--- config.mk ---
export PLATFORM = sky130hd
export DESIGN_NAME = mmio_uart_tx
export DESIGN_NICKNAME = d
export VERILOG_FILES = /design/src/rtl/mmio_uart_tx.sv
export SDC_FILE = /design/constraint.sdc
export NUM_CORES = 1
export LEC_CHECK = 0
export ABC_AREA = 1
export CELL_PAD_IN_SITES_DETAIL_PLACEMENT = 0
export CELL_PAD_IN_SITES_GLOBAL_PLACEMENT = 2
export CORE_UTILIZATION = 28
export DETAILED_ROUTE_END_ITERATION = 12
export PLACE_DENSITY_LB_ADDON = 0.1
export SYNTH_ARGS = -nofsm -noshare
export SYNTH_HDL_FRONTEND = slang
export SYNTH_SLANG_ARGS = --single-unit
--- constraint.sdc ---
create_clock -name clk -period 2.5 [get_ports clk]
set_input_delay 0.375 -clock clk [delete_from_list [all_inputs] [get_ports clk]]
set_output_delay 0.375 -clock clk [all_outputs]
set_load 0.02 [all_outputs]
--- src/rtl/mmio_uart_tx.sv ---
// mmio_uart_tx: memory-mapped 8N1 UART transmitter with a TX FIFO and status/ctrl registers.
// Define MMIO_UART_TX_IRQ_EN to enable the read/write CTRL register and the TX-done irq.
module mmio_uart_tx #(
    parameter logic [31:0] BASE_ADDR  = 32'h1000_0000,
    parameter int          CLK_DIV    = 16,
    parameter int          FIFO_DEPTH = 8
) (
    input  logic        clk,
    input  logic        rst,
    input  logic        mem_valid,
    output logic        mem_ready,
    input  logic [31:0] mem_addr,
    input  logic [31:0] mem_wdata,
    input  logic [3:0]  mem_wstrb,
    output logic [31:0] mem_rdata,
    output logic        uart_tx,
    output logic        irq
);
    localparam int AW = $clog2(FIFO_DEPTH);
    localparam int DW = $clog2(CLK_DIV);
    localparam logic [1:0] IDLE = 2'd0, START = 2'd1, DATA = 2'd2, STOP = 2'd3;

    logic [7:0]    mem [FIFO_DEPTH];
    logic [AW:0]   wptr, rptr, count;
    logic [1:0]    state;
    logic [DW-1:0] div;
    logic [2:0]    bit_cnt;
    logic [7:0]    shreg;
    logic          ctrl, full, empty, last, pop, sel, wr, push_req, accept, push;
    logic [3:0]    cnt_sat;
    logic [31:0]   rd_val;
    logic          unused;

    assign count    = wptr - rptr;
    assign empty    = wptr == rptr;
    assign full     = (wptr[AW] != rptr[AW]) && (wptr[AW-1:0] == rptr[AW-1:0]);
    assign cnt_sat  = int'(count) > 15 ? 4'hF : 4'(count);
    assign last     = div == DW'(CLK_DIV - 1);
    assign pop      = !empty && (state == IDLE || (state == STOP && last));
    assign sel      = mem_valid && !mem_ready && mem_addr[31:4] == BASE_ADDR[31:4];
    assign wr       = |mem_wstrb;
    assign push_req = sel && wr && mem_addr[3:2] == 2'd0 && mem_wstrb[0];
    // a push into a full FIFO stalls unless the shifter frees a slot on the same edge
    assign accept   = sel && !(push_req && full && !pop);
    assign push     = accept && push_req;
    assign rd_val   = mem_addr[3:2] == 2'd1 ? {24'd0, cnt_sat, 1'b0, state != IDLE, empty, full} :
                      mem_addr[3:2] == 2'd2 ? {31'd0, ctrl} : 32'd0;
    assign unused   = ^{mem_addr[1:0], mem_wdata[31:8]};

`ifdef MMIO_UART_TX_IRQ_EN
    always_ff @(posedge clk or negedge rst) begin
        if (!rst) begin
            ctrl <= 1'b0;
            irq  <= 1'b0;
        end else begin
            if (accept && wr && mem_addr[3:2] == 2'd2 && mem_wstrb[0]) ctrl <= mem_wdata[0];
            irq <= ctrl && empty && state == IDLE;
        end
    end
`else
    assign ctrl = 1'b0;
    assign irq  = 1'b0;
`endif

    always_ff @(posedge clk) begin
        if (push) mem[wptr[AW-1:0]] <= mem_wdata[7:0];
    end

    always_ff @(posedge clk or negedge rst) begin
        if (!rst) begin
            wptr      <= '0;
            rptr      <= '0;
            state     <= IDLE;
            div       <= '0;
            bit_cnt   <= 3'd0;
            shreg     <= 8'd0;
            uart_tx   <= 1'b1;
            mem_ready <= 1'b0;
            mem_rdata <= 32'd0;
        end else begin
            mem_ready <= accept;
            mem_rdata <= accept && !wr ? rd_val : 32'd0;
            wptr      <= wptr + (AW+1)'(push);
            rptr      <= rptr + (AW+1)'(pop);
            div       <= (state == IDLE || last) ? '0 : div + 1'b1;
            bit_cnt   <= state == DATA ? bit_cnt + 3'(last) : 3'd0;
            // the line is driven from the registered state, so it trails the FSM by one cycle
            uart_tx   <= state == START ? 1'b0 : state == DATA ? shreg[0] : 1'b1;
            if (pop) shreg <= mem[rptr[AW-1:0]];
            else if (state == DATA && last) shreg <= shreg >> 1;
            state     <= pop ? START : !last ? state :
                         state == START ? DATA :
                         state == DATA ? (bit_cnt == 3'd7 ? STOP : DATA) : IDLE;
        end
    end
endmodule

==> flow_metrics.env, run 1 <==
export IMPL_status="complete, no violations"
export IMPL_synthDominantCellAreaShare_pct=41.7
export IMPL_cts_root_buffer="clkbuf_16"
export IMPL_fin_crit_sh_pct=87.0
export IMPL_syn_to_final_growth_pct=22.2
export IMPL_fin_tns_setup_ps=0
export IMPL_yosysUniqueCellTypes=29
export IMPL_drt_wl_total_mm=9.95
export IMPL_postRouteAntennaNets=0
export IMPL_grt_pass1_vias=2904
export IMPL_max_freq_ghz=0.460
export IMPL_reg2reg_from="wptr[2]"
export IMPL_synthTopCellsByArea="edfxtp_1, dfrtp_1, nand2_1"
export IMPL_antenna_found_initial=0
export IMPL_ys_ff_latch=98
export IMPL_fillers=1623
export IMPL_hold_path_class="in -> async"
export IMPL_antenna_cells=0
export IMPL_syn_instance_count=467
export IMPL_critPathRequiredTime_ps=2540
export IMPL_dieArea_mm2=0.0170
export IMPL_rsz0062_at_grt="false"
export IMPL_p_total_w=0.00322
export IMPL_cellPowerDensity_mw_per_mm2=572
export IMPL_worstSetupPathType="reg -> reg"
export IMPL_slew_headroom_pct=49.3
export IMPL_layout_common_cells="nand2_1, edfxtp_1, clkdlybuf4s50_1"
export IMPL_vias_per_cell=4.05
export IMPL_setup_viol=0
export IMPL_cts_buffers=9
export IMPL_ctsResizeCount=0
export IMPL_core_area_mm2=0.0160
export IMPL_ctsHoldBuffers=0
export IMPL_rr_worst_depth=9
export IMPL_start_kind="flop"
export IMPL_dpl_hpwl_mm=6.80
export IMPL_worst_ir_drop_vdd_uv=408
export IMPL_final_common_cell="nand2_1"
export IMPL_crit_path_end_kind="flop"
export IMPL_fp_dieW_um=130
export IMPL_grt_max_degree=35
export IMPL_finalCriticalPeriod_ps=2170
export IMPL_multi_input_area_mm2=0.00151
export IMPL_row_count=46
export IMPL_drt_iter0_markers=177
export IMPL_synth_top_area_cell="edfxtp_1"
export IMPL_clk_latency_ps=340
export IMPL_syn_area_mm2=0.00461
export IMPL_initial_core_util_pct=28.8
export IMPL_highest_signal_layer="met4"
export IMPL_postSynthAreaPerCell_um2=9.87
export IMPL_synth_edf_count=64
export IMPL_cts_tree="done"
export IMPL_cts_buffer_depth=2
export IMPL_fin_skew_ps=8.03
export IMPL_drv_slew=0
export IMPL_vias=3053
export IMPL_wl_per_cell_um=13.2
export IMPL_wl_met1_mm=4.43
export IMPL_ios=106
export IMPL_dr_wl_met2_mm=5.08
export IMPL_seqCellArea_mm2=0.00277
export IMPL_max_cap_violations=0
export IMPL_path_clk_slew_ps=70
export IMPL_tightestPinTransition_ps=760
export IMPL_postCtsSetupBuffers=0
export IMPL_nNetsFinal=619
export IMPL_r2r_end="mem[2][4]"
export IMPL_die_h_um=130
export IMPL_synth_warnings=0
export IMPL_cts_max_level=3
export IMPL_place_gp_congestion=0.682
export IMPL_cts_sinks=98
export IMPL_critPathMaxFanout=13
export IMPL_routed_wl_met3_um=345
export IMPL_leakage_nw=2.39
export IMPL_final_layout_size_suffix_gt1_share_pct=8.19
export IMPL_drt_first_pass_iters=4
export IMPL_arrival_ps=2220
export IMPL_seq_area_frac_synth_pct=60.2
export IMPL_ys_flop_type="edfxtp_1"
export IMPL_numPortBuffers=53
export IMPL_grt_pass1_wl_mm=15.6
export IMPL_finalHoldViolCount=0
export IMPL_r2r_slack_ps=330
export IMPL_grt_overflow=0
export IMPL_timing_hold_ws_ps=97.5
export IMPL_drc=0
export IMPL_grt_util_all_layers_pct=12.9
export IMPL_ys_async_sr_fraction_pct=34.7
[through the flow]
step | utilization (%) | cells | instance area, um^2 | worst slack (ps)
global placement | 33.4 | 738 | 5340 | 167
global route | 35.2 | 753 | 5630 | 156
floorplan | - | 492 | 4700 | 138
finish | 35.2 | 753 | 5630 | 326
CTS | 35.2 | 753 | 5630 | 264
detailed placement | 33.4 | 738 | 5340 | 160
[worst max-delay path, stage by stage (launching register included)]
cell     delay, ps
dfrtp_1        450
ha_1           380
nand2_2        110
nor2_4          50
nand2_2         80
nand2_4        120
nand2_4        110
nand4_1        200
nor2_1         150
buf_4          220
[synth_stat cells (3+ instances only)]
master,instances
o21ai_1,3
ha_1,14
nor2_1,51
nand2_2,4
dfrtp_1,33
edfxtp_1,64
inv_1,35
a21oi_1,11
nand2_1,139
buf_4,30
nand3_1,36
nand4_1,4
inv_2,3
xor2_1,6
o21ai_0,12
buf_2,6
[cells by family (layout without fill, tap and decap cells)]
| kind of cell | after synthesis | after routing | share of synthesized area, % |
|---|---|---|---|
| simple gates | 241 | 241 | 21.9 |
| flops | 98 | 98 | 60.2 |
| buf+inv | 77 | 122 | 9.04 |
| compound gates | 29 | 29 | 3.37 |
| fa+ha+maj | 15 | 15 | 4.24 |
| xor+xnor | 6 | 6 | 1.14 |
| other cells | 1 | 26 | 0.0814 |
[area by class of cell]
type / instances / share of cell area [%]
Clock buffer: 9 / 4.00
Clock inverter: 6 / 1.20
Inverter: 40 / 2.67
Multi-Input combinational cell: 317 / 26.9
Sequential cell: 98 / 49.3
Tap cell: 216 / 4.80
Timing Repair Buffer: 67 / 11.2
[flip-flops by register name (all words and copies together) (netlist names)]
register   count
mem           64
shreg          8
mem_rdata      7
div            4
rptr           4
wptr           4
bit_cnt        3
state          2
mem_ready      1
uart_tx        1
[worst max path at each step]
| stage | startpoint | end | slack (ps) | depth (start not counted) |
|---|---|---|---|---|
| 6_report | wptr[2] | mem[2][4] | 330 | 9 |
| 5_1_grt | wptr[1] | mem[0][6] | 160 | 9 |
| 4_1_cts | wptr[1] | mem[7][5] | 260 | 9 |
| 3_5_place_dp | mem_addr[28] | mem[7][0] | 160 | 10 |
| 3_3_place_gp | mem_addr[28] | mem[7][0] | 170 | 10 |
| 2_1_floorplan | rptr[1] | mem[0][0] | 140 | 11 |
[metal layers]
layer	vias to the layer above	global-route usage, %
li1	1596	-
met4	0	3.49
met2	55	22.5
met3	6	3.94
met5	-	0
met1	1396	15.4
[where the power goes]
| group | internal [W] | switching, W | leakage, nW |
|---|---|---|---|
| registers | 0.00173 | 0.000000000000442 | 1.01 |
| clock network | 0.000772 | 0.000579 | 0.140 |
| logic | 0.0000639 | 0.0000743 | 1.24 |
| total | 0.00257 | 0.000653 | 2.39 |
Power figures use the tool's default switching activity.
==> inputs of run 2 (changes only) <==
--- a/config.mk
+++ b/config.mk
@@ -11,6 +11,7 @@
 export CORE_UTILIZATION = 28
 export DETAILED_ROUTE_END_ITERATION = 12
 export PLACE_DENSITY_LB_ADDON = 0.1
+export REMOVE_ABC_BUFFERS = 1
 export SYNTH_ARGS = -nofsm -noshare
 export SYNTH_HDL_FRONTEND = slang
 export SYNTH_SLANG_ARGS = --single-unit
==> run 2 against run 1 <==
Net effect: count of clock-buffer cells in the layout unchanged; non-clock buffer count unchanged; sequential cell count unchanged; worst hold slack better by 7.2 ps; combinational power about the same; clock power barely moved; die area stayed put; fmax fell by 0.48%; cell count unchanged.
==> flow_metrics.env, run 2 (synthesis results as in run 1) <==
export IMPL_row_count=46
export IMPL_fillers=1649
export IMPL_antenna_cells=0
export IMPL_grt_max_degree=35
export IMPL_drt_first_pass_iters=4
export IMPL_postCtsSetupBuffers=0
export IMPL_vias_per_cell=4.17
export IMPL_p_total_w=0.00323
export IMPL_rsz0062_at_grt="false"
export IMPL_core_area_mm2=0.0160
export IMPL_drt_iter0_markers=148
export IMPL_cts_root_buffer="clkbuf_16"
export IMPL_crit_chain="ha_1 > nand2_2 > nor2_4 > nand2_2 > nand2_4 > nand2_4 > nand4_1 > nor2_1 > buf_4"
export IMPL_tightestPinTransition_ps=764
export IMPL_leakage_nw=2.39
export IMPL_drv_slew=0
export IMPL_final_common_cell="nand2_1"
export IMPL_cts_sinks=98
export IMPL_ctsResizeCount=0
export IMPL_layout_common_cells="nand2_1, edfxtp_1, clkdlybuf4s50_1"
export IMPL_vias=3141
export IMPL_slew_headroom_pct=49.1
export IMPL_critPathMaxFanout=13
export IMPL_antenna_found_initial=0
export IMPL_timing_hold_ws_ps=105
export IMPL_final_layout_size_suffix_gt1_share_pct=8.19
export IMPL_dpl_hpwl_mm=6.58
export IMPL_grt_util_all_layers_pct=13.1
export IMPL_cts_tree="done"
export IMPL_critPathTopFamily="simple AND/OR/NAND/NOR gates"
export IMPL_start_kind="flop"
export IMPL_cp_num_buf_inv=1
export IMPL_postRouteAntennaNets=0
export IMPL_finalHoldViolCount=0
export IMPL_hold_path_class="in -> async"
export IMPL_critical_path_depth=9
export IMPL_worst_ir_drop_vdd_uv=342
export IMPL_clk_latency_ps=350
export IMPL_cts_buffers=9
export IMPL_grt_pass1_wl_mm=16.0
export IMPL_max_cap_violations=0
export IMPL_finalCriticalPeriod_ps=2180
export IMPL_numPortBuffers=53
export IMPL_place_gp_congestion=0.686
export IMPL_setup_viol=0
export IMPL_fin_crit_sh_pct=87.4
export IMPL_drc=0
export IMPL_largest_reg_flops=64
export IMPL_nNetsFinal=619
export IMPL_syn_to_final_growth_pct=22.1
export IMPL_grt_pass1_vias=3024
export IMPL_cts_buffer_depth=2
export IMPL_crit_path_end_kind="flop"
export IMPL_fin_skew_ps=10.6
export IMPL_status="complete, no violations"
export IMPL_ios=106
export IMPL_cpPeakStageDelay_ps=450
export IMPL_dieArea_mm2=0.0170
export IMPL_wl_per_cell_um=13.4
export IMPL_arrival_ps=2220
export IMPL_path_clk_slew_ps=70
export IMPL_critPathRequiredTime_ps=2540
export IMPL_drt_wl_total_mm=10.1
export IMPL_ctsHoldBuffers=0
export IMPL_cellPowerDensity_mw_per_mm2=574
export IMPL_fp_dieW_um=130
export IMPL_cpMaxStageDelayCell="dfrtp_1"
export IMPL_grt_overflow=0
export IMPL_die_h_um=130
export IMPL_worstSetupPathType="reg -> reg"
export IMPL_cts_max_level=3
export IMPL_max_freq_ghz=0.458
export IMPL_initial_core_util_pct=28.8
export IMPL_rr_worst_depth=9
export IMPL_fin_tns_setup_ps=0
-- run 2: cell count changes in the layout (fill, tap and decap cells not counted), sizes merged --
cell / before / now
clkinv: 5 / 4
clkinvlp: 1 / 2
-- run 2: routing by layer --
layer / track usage [%] / share of wire, %
met1: 16.1 / 46
met2: 22.5 / 49
met3: 2.67 / 3.1
met4: 5.40 / 1.8
met5: 0 / 0
-- run 2: layout make-up --
cell class,count,area (um^2),share of cell area [%]
well taps,216,270,4.80
multi-input cells,317,1510,26.9
inverters,40,150,2.67
clock buffers,9,225,4.00
flip-flops and latches,98,2770,49.3
repair buffers,67,631,11.2
clock inverters,6,66.3,1.18
-- run 2: path summary, 6_finish.rpt --
check | start | to | slack (ps)
max in group asynchronous | rst | shreg[4] | 1910
worst min-delay path | rst | bit_cnt[0] | 100
worst max register to register | wptr[2] | mem[3][0] | 320
min in group clk | div[0] | div[0] | 460
worst max-delay path | wptr[2] | mem[3][0] | 320
worst min register to register | div[0] | div[0] | 460
-- run 2: through the flow --
stage | utilization [%] | setup slack (ps) | instance area, um^2 | cells
2_1_floorplan | - | -214 | 4440 | 455
3_3_place_gp | 33.4 | 222 | 5340 | 738
3_5_place_dp | 33.4 | 197 | 5340 | 738
4_1_cts | 35.2 | 283 | 5630 | 753
5_1_grt | 35.2 | 118 | 5630 | 753
6_report | 35.2 | 315 | 5630 | 753
-- run 2: worst reg2reg max path, stage by stage, from the launching register on --
cell and delay, ps:
dfrtp_1 450, ha_1 380, nand2_2 110, nor2_4 50, nand2_2 80, nand2_4 120
nand2_4 110, nand4_1 200, nor2_1 150, buf_4 230
-- run 2: power breakdown --
group / internal, W / switching, W
registers: 0.00173 / 0.000000000000508
clock network: 0.000771 / 0.000593
logic: 0.0000638 / 0.0000734
total: 0.00256 / 0.000666
